--- src/rtl/fichero_reg_multi.sv ---
// fichero_reg_multi: parametrised register file with two write ports and
// three registered read ports (one cycle of read latency), plus a sticky
// per-register dirty mask.
//
// Build option: define FICHERO_REG_BYPASS_EN to forward same-cycle write
// data into the read registers. Without it, a read of an address being
// written returns the old contents, and the new value appears one edge later.
//
// Write collision (both ports, same address): port 1 wins.
// ZERO_REG=1: register 0 ignores writes, never becomes dirty and reads 0.
module fichero_reg_multi #(
    parameter int WIDTH    = 8,
    parameter int ADDR_W   = 3,
    parameter int ZERO_REG = 0
) (
    input  logic                     clk,
    input  logic                     reset,
    input  logic                     w,
    input  logic [ADDR_W-1:0]        sw,
    input  logic [WIDTH-1:0]         c_in,
    input  logic                     w2,
    input  logic [ADDR_W-1:0]        sw2,
    input  logic [WIDTH-1:0]         c2_in,
    input  logic [ADDR_W-1:0]        sa,
    input  logic [ADDR_W-1:0]        sb,
    input  logic [ADDR_W-1:0]        sc,
    output logic [WIDTH-1:0]         a_out,
    output logic [WIDTH-1:0]         b_out,
    output logic [WIDTH-1:0]         d_out,
    output logic [(1<<ADDR_W)-1:0]   dirty
);

    localparam int DEPTH   = 1 << ADDR_W;
    localparam bit ZERO_EN = (ZERO_REG != 0);

    logic [WIDTH-1:0] mem_q [DEPTH];
    logic [WIDTH-1:0] mem_d [DEPTH];
    logic [DEPTH-1:0] dirty_q, dirty_d;
    logic [WIDTH-1:0] a_q, a_d;
    logic [WIDTH-1:0] b_q, b_d;
    logic [WIDTH-1:0] d_q, d_d;

    // Effective write enables: port 2 yields to port 1 on the same address,
    // and neither port may touch register 0 when it is hardwired.
    logic we1, we2;

    // Qualify the raw write enables.
    always_comb begin
        we1 = w;
        we2 = w2;
        if (w && w2 && (sw == sw2)) begin
            we2 = 1'b0;
        end
        if (ZERO_EN && (sw == '0)) begin
            we1 = 1'b0;
        end
        if (ZERO_EN && (sw2 == '0)) begin
            we2 = 1'b0;
        end
    end

    // Next contents of the array and dirty mask from the qualified writes.
    always_comb begin
        mem_d   = mem_q;
        dirty_d = dirty_q;
        if (we2) begin
            mem_d[sw2]   = c2_in;
            dirty_d[sw2] = 1'b1;
        end
        if (we1) begin
            mem_d[sw]   = c_in;
            dirty_d[sw] = 1'b1;
        end
    end

    // Value each read register loads at the next edge.
    always_comb begin
        a_d = mem_q[sa];
        b_d = mem_q[sb];
        d_d = mem_q[sc];
`ifdef FICHERO_REG_BYPASS_EN
        // Forward write data; port 1 checked last so it takes priority.
        if (we2 && (sw2 == sa)) a_d = c2_in;
        if (we2 && (sw2 == sb)) b_d = c2_in;
        if (we2 && (sw2 == sc)) d_d = c2_in;
        if (we1 && (sw == sa))  a_d = c_in;
        if (we1 && (sw == sb))  b_d = c_in;
        if (we1 && (sw == sc))  d_d = c_in;
`endif
        // Register 0 reads as zero when hardwired, whatever the array holds.
        if (ZERO_EN && (sa == '0)) a_d = '0;
        if (ZERO_EN && (sb == '0)) b_d = '0;
        if (ZERO_EN && (sc == '0)) d_d = '0;
    end

    // State update; reset clears everything and overrides any write.
    always_ff @(posedge clk) begin
        if (reset) begin
            for (int i = 0; i < DEPTH; i++) begin
                mem_q[i] <= '0;
            end
            dirty_q <= '0;
            a_q     <= '0;
            b_q     <= '0;
            d_q     <= '0;
        end else begin
            mem_q   <= mem_d;
            dirty_q <= dirty_d;
            a_q     <= a_d;
            b_q     <= b_d;
            d_q     <= d_d;
        end
    end

    assign a_out = a_q;
    assign b_out = b_q;
    assign d_out = d_q;
    assign dirty = dirty_q;

endmodule

--- config.mk ---
export PLATFORM = sky130hd
export DESIGN_NAME = fichero_reg_multi
export DESIGN_NICKNAME = d
export VERILOG_FILES = /design/src/rtl/fichero_reg_multi.sv
export SDC_FILE = /design/constraint.sdc
export NUM_CORES = 1
export LEC_CHECK = 0
export CORE_MARGIN = 5
export CORE_UTILIZATION = 39
export CTS_CLUSTER_SIZE = 20
export DETAILED_ROUTE_END_ITERATION = 8
export HOLD_SLACK_MARGIN = 0.15
export SLEW_MARGIN = 0
export SYNTH_ARGS = -nofsm -noshare
export SYNTH_HDL_FRONTEND = slang
export SYNTH_SLANG_ARGS = --single-unit
--- constraint.sdc ---
create_clock -name clk -period 2 [get_ports clk]
set_input_delay 0.5 -clock clk [delete_from_list [all_inputs] [get_ports clk]]
set_output_delay 0.5 -clock clk [all_outputs]
set_load 0.02 [all_outputs]
# Yosys cells after proc, flatten, opt, wreduce, memory -nomap -nowiden
# Cells that the tools add are included.
[classes] reduce_logical=6 n_mul=0 bitwise=7 n_eq_ne=1 n_mux=24 addsub=0 n_lt_le_gt_ge=11 shift=0 n_div=0
[op_table] cell="$bwmux 64" count=2
[op_table] cell="$mux 64" count=2
[op_table] cell="$mux 8" count=10
[op_table] cell="$bmux 8 s3" count=3
[op_table] cell="$demux 8 s3" count=2
[op_table] cell="$ge 4x4->1 const B" count=5
[op_table] cell="$not 3->4" count=5
[op_table] cell="$or 8x8->8" count=2
[op_table] cell="$lt 3x4->1 const B" count=2
[op_table] cell="$lt 4x1->1 const B" count=2
[op_table] cell="$demux 1 s3" count=2
[op_table] cell="$ge 3x1->1 const B" count=2
[op_table] cell="$logic_and 1x1->1" count=6
[op_table] cell="$eq 3x3->1" count=1
[op_table] cell="$mux 1" count=3
[totals] ramBits=0 elab_cells=61 mem_bits_ro=0 mem_count=0 latchBits=0 inputBits=35 regBits=96 output_inout_bits=32

# Logic depth before layout (Yosys ltp)
[depth] word_depth=9 ltp_mapped=6 ltp_nobuf=3

# Least setup slack after synthesis
# No wires, ideal clock.
[synth_timing] kind="input to register" from="input port sa[1]" to="register a_q[5] (netlist: a_out[5])" n_path_buf=2 t_arrival_ns=1.745 stages=4 slack_ns=0.138 setup_ns=0.117 required_ns=1.883 path_cell_list="buf_2 > buf_2 > mux4_2 > a22o_1"
[synth_between] elab_chain_cells=4
[synth_rtl] item="start: declaration" line="24" text="input logic [ADDR_W-1:0] sa,"
[synth_rtl] item="$not 3->4 (implied by the code)" line="78" text="a_d = mem_q[sa];"
[synth_rtl] item="$bmux 8 s3" line="78"
[synth_rtl] item="$mux 8 (implied by the code) (2 in series)" line="78"
[synth_rtl] item="end signal: assignment" line="103" text="a_q <= '0;"
[synth_rtl] item="end signal: assignment" line="109" text="a_q <= a_d;"
[synth_rtl] item="end: declaration" line="39" text="logic [WIDTH-1:0] a_q, a_d;"
# Every way passes these cells. The select of a mux whose other input is x is not followed.
# A chain may end at the register's enable or synchronous reset.

# Worst setup path in the final report
[layout_timing] from="register dirty_q[3] (netlist: dirty[3])" to="output port dirty[3]"
[layout_lines] item="start: declaration" line="38" text="logic [DEPTH-1:0] dirty_q, dirty_d;"
[layout_lines] item="start signal: assignment" line="108" text="dirty_q <= dirty_d;"
[layout_lines] item="end: declaration" line="30" text="output logic [(1<<ADDR_W)-1:0] dirty"
# No word-level cell between the ends.

==> run_results.csv <==
group,metric,value,unit
sta,rsz0062_at_grt,"false",
clock_network,holdBufCountCts,0,
power_and_ir_drop,vdd_ir_drop_max,0.468,mV
clock_network,cts_buffer_depth,2,
sta,worst_slew_pin_slew,776,ps
synthesis,synth_ff_type,"dfxtp_1",
min_path,hold_class,"reg -> reg",
clock_network,h-tree-depth,3,
synthesis,syn_nets,545,
sta,worst_clock_skew,3.98,ps
critical_path,worstPathArrival,1340,ps
floorplanning,core_area,0.0132,mm2
sta,slew_headroom,0.481,
grt,grt_pass1_vias,4163,
placed_design,place_inst,722,
clock_network,postCtsResizedCells,0,
sta,fmax,545,MHz
layout,area_growth,25.5,%
clock_network,clk_latency,340,ps
synthesis,ys_ff_latch,96,
floorplanning,ioPinCount,67,
layout,nets,592,
floorplanning,start_util,0.395,
layout,layout_common_cells,"dfxtp_1, nand2_1, nor2_1",
drt,wire_per_inst,19.4,um
clock_network,clkSinkCount,96,
flow_run,maxCapViolations,0,
floorplanning,row_count,42,
drt,route.detailed.drc,0,
critical_path,crit_path_cell_trace,"clkdlybuf4s50_1",
grt,grt_max_degree,73,
critical_path,crit_type,"reg -> out",
clock_network,clockRootBuffer,"clkbuf_16",
critical_path,critPathBufInv,1,
synthesis,syn_area,0.00520,mm2
power_and_ir_drop,p_leak,2.21,nW
grt,antenna_found_initial,0,
sta,min_period_over_period,0.918,
power_and_ir_drop,p_per_area,682,mW/mm2
grt,track_usage,0.184,
grt,grt_pass1_wl,23.1,mm
layout,finalInstanceArea,0.00653,mm2
layout,drive_gt1_frac,0.205,
synthesis,async_flop_share,0,
synthesis,synth-edff-count,0,
floorplanning,die-width,126,um
layout,layout_commonest_cell,"dfxtp_1",
synthesis,yosysUniqueCellTypes,26,
drt,via_per_inst,5.69,
power_and_ir_drop,power,4.45,mW
critical_path,cp.required,1500,ps
outcome,status,"complete, no violations",
drt,drtIter0Drc,391,
floorplanning,die_area,0.0158,mm2
floorplanning,die_height,126,um
drt,vias,4201,
synthesis,synth_area_per_cell,10.2,um2
synthesis,netlist_instances,510,
clock_network,cts_buffers,9,
layout,antenna_cells,0,
sta,finalSetupViolCount,0,
drt,ant_nets,0,
layout,fin_cells,738,
sta,finalCriticalPeriod,1840,ps
critical_path,path_delay_family,"buffers and inverters",
critical_path,start_kind,"flip-flop",
synthesis,synth_warnings,0,
sta,drv_slew,0,
grt,grt.overflow.total,0,
layout,post-route-util,0.495,
placed_design,io_buffers,66,
placed_design,dpl_worst_slack,-118,ps
clock_network,tritoncts,"yes",
clock_network,cts_setup_buffers,0,
placed_design,placed_area,0.00625,mm2
sta,final_hold_viol_count,0,
critical_path,crit_fanout,2,
critical_path,max_stage_delay,640,ps
clock_network,clk_pin_slew_worst_paths,70,ps
placed_design,place_hpwl,10.7,mm
drt,drt_first_pass_iters,4,
placed_design,gp_congestion,0.838,
sta,worst_slack,165,ps
critical_path,cp_slowest_cell,"clkdlybuf4s50_1",
synthesis,ys_seq_area_frac,0.369,
critical_path,end_kind,"output pin",
drt,drt-total-wl,14.4,mm
-- metrics by stage --
step	setup TNS [ps]	hold WS, ps
after floorplan	0	471
after global placement	-2130	498
after detailed placement	-3350	502
after CTS	0	511
after global routing	0	538
final	0	509
-- Yosys cell counts, types with 2 or more instances --
cell | n | area (um2)
a211oi_1 | 24 | 180
a21oi_1 | 8 | 40.0
a22o_1 | 24 | 210
a311oi_1 | 32 | 280
a311oi_2 | 8 | 120
and4b_1 | 3 | 30.0
and4bb_2 | 3 | 37.5
buf_1 | 13 | 48.8
buf_2 | 20 | 100
buf_4 | 4 | 30.0
buf_6 | 2 | 22.5
clkbuf_1 | 24 | 90.1
clkbuf_2 | 4 | 20.0
dfxtp_1 | 96 | 1920
mux2i_1 | 24 | 240
mux4_2 | 48 | 1080
nand2_1 | 80 | 300
nand4_1 | 2 | 12.5
nand4b_1 | 6 | 52.6
nand4bb_1 | 3 | 33.8
nor2_1 | 75 | 282
nor2b_1 | 3 | 18.8
-- state kept, by name, summed over array words and instances, names as in the netlist --
register	cells
a_out	8
b_out	8
mem_q	64
d_out	8
dirty	8
-- path summary, 6_finish.rpt --
check	slack, ps	from	cells after the start	to
setup / recovery	160	dirty[3]	1	dirty[3]
hold / removal	510	dirty[2]	2	dirty[2]
setup reg to reg	790	mem_q[23]	2	b_out[7]
hold reg to reg	510	dirty[2]	2	dirty[2]
-- where the power goes --
group          internal (mW)  total (mW)  switching (mW)
clock                  0.879        1.64           0.764
combinational          0.377       0.709           0.333
sequential              2.00        2.10          0.0936
-- final cells by class --
type | count | area [um2]
sequential | 96 | 1920
multi-input combinational | 347 | 2970
tap | 176 | 220
clock buffer | 10 | 239
clock inverter | 6 | 43.8
fill | 1154 | 6660
timing repair buffer | 103 | 1130
-- layer usage --
| metal | global-route usage | part of all wire | vias up |
|---|---|---|---|
| met5 | 0 | 0 | - |
| met4 | 0.0625 | 0.016 | 0 |
| met3 | 0.0435 | 0.090 | 12 |
| met2 | 0.284 | 0.47 | 160 |
| met1 | 0.255 | 0.42 | 2019 |
| li1 | - | - | 2010 |
-- kinds of logic (layout without fill, tap and decap cells) --
kind of cell,Yosys count,after routing,synth area share
AO/OA/AOI/OAI,96,96,0.160
buffers and inverters,67,119,0.0599
flip-flops,96,96,0.369
multiplexers,72,72,0.254
AND/OR/NAND/NOR,179,179,0.157
Note: power is estimated with default switching activity, not from simulation.
